**src/rtl/updown_count_ctrl.sv**
```systemverilog
// updown_count_ctrl
// Owns the 4-bit count register and shares one external up/down adder
// between an increment requester and a decrement requester. Each operation
// takes three cycles: grant in IDLE, drive the adder in EXEC, acknowledge in ACK.
//
//   state  | meaning
//   -------+-------------------------------------------------------------
//   IDLE   | waiting for inc_req/dec_req; arbitrates and registers the op
//   EXEC   | adder driven from registered op; count captured at the edge
//   ACK    | one-cycle inc_ack/dec_ack (plus ovf when a boundary was hit)

module updown_count_ctrl #(
   parameter bit         SATURATE = 1'b1,
   parameter bit         RR_EN    = 1'b1,
   parameter logic [3:0] INIT_VAL = 4'h0
) (
   input  logic       clk,
   input  logic       rst_n,
   input  logic       clr,
   input  logic       inc_req,
   input  logic       dec_req,
   output logic       inc_ack,
   output logic       dec_ack,
   output logic       add_up,
   output logic       add_down,
   output logic [3:0] add_in,
   input  logic [3:0] add_out,
   input  logic       add_co,
   output logic [3:0] count,
   output logic       full,
   output logic       empty,
   output logic       busy,
   output logic       ovf
);

   typedef enum logic [1:0] {
      S_IDLE = 2'd0,
      S_EXEC = 2'd1,
      S_ACK  = 2'd2
   } state_e;

   state_e     state_q, state_d;
   logic [3:0] count_q, count_d;
   logic       op_inc_q, op_inc_d;     // 1: op in flight is an increment
   logic       last_inc_q, last_inc_d; // 1: most recent grant went to inc
   logic       ovf_q, ovf_d;           // boundary flag shown during ACK

   logic       req_any;
   logic       grant_inc;
   logic       boundary;
   logic [3:0] next_val;

   // Arbitration: a lone request wins; on a tie, round-robin favours the
   // side not granted last, otherwise inc always wins.
   always_comb begin
      req_any   = inc_req | dec_req;
      grant_inc = 1'b0;
      if (inc_req && !dec_req) begin
         grant_inc = 1'b1;
      end else if (inc_req && dec_req) begin
         grant_inc = RR_EN ? !last_inc_q : 1'b1;
      end
   end

   // Result selection: carry out on inc means 4'hF wrapped, missing carry on
   // dec (in + 4'hF) means 4'h0 borrowed. Saturation just keeps the old value,
   // which is already the clamp value in both cases.
   always_comb begin
      boundary = op_inc_q ? add_co : !add_co;
      next_val = add_out;
      if (boundary && SATURATE) begin
         next_val = count_q;
      end
   end

   // State register.
   always_ff @(posedge clk or negedge rst_n) begin
      if (!rst_n) begin
         state_q <= S_IDLE;
      end else begin
         state_q <= state_d;
      end
   end

   // Next-state logic; clr forces IDLE from any state.
   always_comb begin
      state_d = state_q;
      case (state_q)
         S_IDLE:  if (req_any) state_d = S_EXEC;
         S_EXEC:  state_d = S_ACK;
         S_ACK:   state_d = S_IDLE;
         default: state_d = S_IDLE;
      endcase
      if (clr) begin
         state_d = S_IDLE;
      end
   end

   // Datapath registers: op capture, grant history, count and boundary flag.
   always_ff @(posedge clk or negedge rst_n) begin
      if (!rst_n) begin
         count_q    <= INIT_VAL;
         op_inc_q   <= 1'b0;
         last_inc_q <= 1'b0;
         ovf_q      <= 1'b0;
      end else begin
         count_q    <= count_d;
         op_inc_q   <= op_inc_d;
         last_inc_q <= last_inc_d;
         ovf_q      <= ovf_d;
      end
   end

   // Datapath next values; a clr drops the in-flight op before it lands.
   always_comb begin
      count_d    = count_q;
      op_inc_d   = op_inc_q;
      last_inc_d = last_inc_q;
      ovf_d      = ovf_q;
      if (clr) begin
         count_d = INIT_VAL;
         ovf_d   = 1'b0;
      end else begin
         case (state_q)
            S_IDLE: begin
               if (req_any) begin
                  op_inc_d   = grant_inc;
                  last_inc_d = grant_inc;
               end
            end
            S_EXEC: begin
               count_d = next_val;
               ovf_d   = boundary;
            end
            default: ;
         endcase
      end
   end

   // Outputs decoded from registered state only.
   always_comb begin
      add_up   = (state_q == S_EXEC) &&  op_inc_q;
      add_down = (state_q == S_EXEC) && !op_inc_q;
      inc_ack  = (state_q == S_ACK)  &&  op_inc_q;
      dec_ack  = (state_q == S_ACK)  && !op_inc_q;
      ovf      = (state_q == S_ACK)  &&  ovf_q;
      busy     = (state_q != S_IDLE);
   end

   assign add_in = count_q;
   assign count  = count_q;
   assign full   = (count_q == 4'hF);
   assign empty  = (count_q == 4'h0);

endmodule

```
**config.mk**
```make
export PLATFORM = sky130hd
export DESIGN_NAME = updown_count_ctrl
export DESIGN_NICKNAME = d
export VERILOG_FILES = /design/src/rtl/updown_count_ctrl.sv
export SDC_FILE = /design/constraint.sdc
export NUM_CORES = 1
export LEC_CHECK = 0
export CORE_MARGIN = 2
export CORE_UTILIZATION = 32
export CTS_BUF_LIST = sky130_fd_sc_hd__clkbuf_16
export DETAILED_ROUTE_END_ITERATION = 8
export GPL_ROUTABILITY_DRIVEN = 0
export PLACE_DENSITY = 0.73
export SKIP_CTS_REPAIR_TIMING = 1
export SLEW_MARGIN = 20
export SYNTH_ARGS = -nofsm -noshare
export SYNTH_HDL_FRONTEND = slang
export SYNTH_SLANG_ARGS = --single-unit
```
**constraint.sdc**
```tcl
create_clock -name clk -period 1 [get_ports clk]
set_input_delay 0.1 -clock clk [delete_from_list [all_inputs] [get_ports clk]]
set_output_delay 0.1 -clock clk [all_outputs]
set_load 0.02 [all_outputs]
```
==> impl_metrics.toml <==
[logic_synthesis]
synth.avg_cell_area_um2 = 10.2
yosysSeqAreaShare_pct = 44.4
synth_fp_nets = 54
synth-seq-cells = 8
syn_area_um2 = 450
ys_types = 19
synth_edf_count = 0
synthTopCellsByCount = "8 x dfrtp_1, 8 x nand2b_1, 5 x mux2i_1, 4 x buf_4, 4 x nor2_1"
netlist_top_cells_area = "dfrtp_1 44%, mux2i_1 11%, nand2b_1 11%"
netlist.area_leader.share_pct = 44.4
syn_inst = 44
synthFlopType = "dfrtp_1"
yosysTopAreaCell = "dfrtp_1"
async_flop_share_pct = 100
yosys_warnings = 0

[worst_setup_path]
r2r_setup_slack_ps = -200
cp.depth = 4
crit_buf_inv = 1
crit_path_start_kind = "flop"
critPathArrivalTime_ps = 1350
cpPeakStageDelay_ps = 430
path_cells = "nand2b_4 > buf_6 > nor2_4 > mux2i_1"
r2r_cells = 4
crit_family = "flip-flops"
cp_slowest_cell = "dfrtp_2"
worstSetupPathType = "flop to flop"
cp-endpoint = "add_in[2]$_DFFE_PN0P_"
worst_setup_path_end_kind = "flop"
cp_data_required_time_ps = 1150
cp_max_fo = 6
crit_start = "state_q[1]$_DFFE_PN0P_"
r2r_end = "add_in[2]$_DFFE_PN0P_"
reg2reg_from = "state_q[1]$_DFFE_PN0P_"

[detailed_routing]
ant_nets = 0
wl_per_cell_um = 12.4
drc = 0
vias_per_cell = 4.68
dr_total_vias = 440
totalWireLength_mm = 1.17
firstDrtPassIters = 1
drt-initial-drc-count = 0

[global_routing]
grt_max_degree = 11
gr-total-overflow = 0
grt_first_pass_wirelength_mm = 1.93
grt_antenna_before_repair = 0
grt_usage_pct = 14.6
grt_pass1_vias = 444

[die]
ios = 26
initial_core_util_pct = 34.6
die_x_um = 41.5
die_h_um = 41.5
core.rowCount = 13
fp.coreArea_um2 = 1300
die_area_um2 = 1720

[clock_network]
cts-root-buf = "clkbuf_16"
clock_latency_ps = 230
cts_tree = "built"
cts_sinks = 8
clkTransAtPathRegs_ps = 40
htreeDepth = 1
clock_path_buffers = 2
cts_buffers = 3

[final_layout]
nNetsFinal = 90
finish.utilization_pct = 70.5
fillers = 102
seqCellArea_um2 = 204
syn_to_final_growth_pct = 104
final_area_um2 = 917
drive_above_1_share_pct = 53.2
multi_input_area_um2 = 269
num_antenna_cells = 0

[place]
post-place-ws_ps = -402
dp_hpwl_um = 871
numPortBuffers = 25
dpl_cell_area_um2 = 785

[power_and_ir_drop]
power_density_nw_per_um2 = 1790
power.total_mw = 1.64
p_leak_nw = 0.430
ir_drop_mv = 1.58

[outcome]
status = "finished, violations left"
violations = "setup timing"

[sta]
slew_headroom_pct = 76.1
setup_tns_ps = -2300
tightestPinTransition_ps = 357
hold_viol_final = 0
min_period_over_period_pct = 120
skew_ps = 0.195
rsz0062_at_grt = "true"
drv_slew = 0
fin_ws_ps = -200
setup_viol = 22
min_period_ps = 1200
max_freq_mhz = 833

[flow_run]
max_cap_violations = 0

[worst_hold_path]
hp-class = "input port to asynchronous set/reset pin"
[cell usage in the layout (no fill, tap or decap), types with 2 or more instances in the layout]
cell             count
buf_4               12
buf_6               14
clkbuf_16            3
clkdlybuf4s50_1      9
dfrtp_1              5
dfrtp_2              3
mux2i_1              5
nand2b_1             8
nor2_1               4
nor3b_2              2
[metal layers]
layer,share of wire [%],up-vias,wire length [um],track usage (%)
li1,-,219,-,-
met4,1.0,0,12,5.81
met1,40,208,467,16.2
met5,0,-,0,0
met3,4.6,2,54,5.65
met2,54,11,632,24.7
[cell families (layout without fill, tap and decap cells)]
family | after synthesis | count (layout) | share of synthesized area [%]
flip-flops | 8 | 8 | 44.4
AND/OR/NAND/NOR | 21 | 21 | 30.0
AO/OA/AOI/OAI | 3 | 3 | 4.17
multiplexers | 5 | 5 | 11.1
buffers and inverters | 6 | 41 | 8.33
XOR/XNOR | 1 | 1 | 1.94
[worst min path at each step]
stage / from / end / slack (ps) / depth (start not counted)
finish: rst_n / add_in[1]$_DFFE_PN0P_ / 150 / 1
global route: rst_n / add_in[1]$_DFFE_PN0P_ / 170 / 1
CTS: rst_n / add_in[1]$_DFFE_PN0P_ / 160 / 1
detailed placement: rst_n / state_q[0]$_DFFE_PN0P_ / 400 / 1
global placement: rst_n / add_in[1]$_DFFE_PN0P_ / 400 / 1
floorplan: rst_n / add_in[0]$_DFFE_PN0P_ / -200 / 0
[flip-flops by register name, summed over array words and instances, names as in the netlist]
register and flops:
add_in 4, ovf_q 1, state_q 2, last_inc_q 1
[power breakdown]
group	internal (mW)	switching (mW)
clock	0.521	0.156
combinational	0.311	0.226
sequential	0.365	0.0596
total	1.20	0.442
[layout make-up]
class                      count  share of cell area (%)
multi-input combinational     30                    29.3
tap                           15                    2.05
inverter                       1                   0.409
sequential                     8                    22.2
clock buffer                   3                    8.19
clock inverter                 1                   0.409
timing repair buffer          36                    37.4
[metrics by stage]
step	hold WS [ps]	std cells
after floorplan	-196	44
after global placement	399	87
after detailed placement	403	87
after CTS	159	91
after global routing	174	94
final	148	94
(Power assumes the default switching activity.)
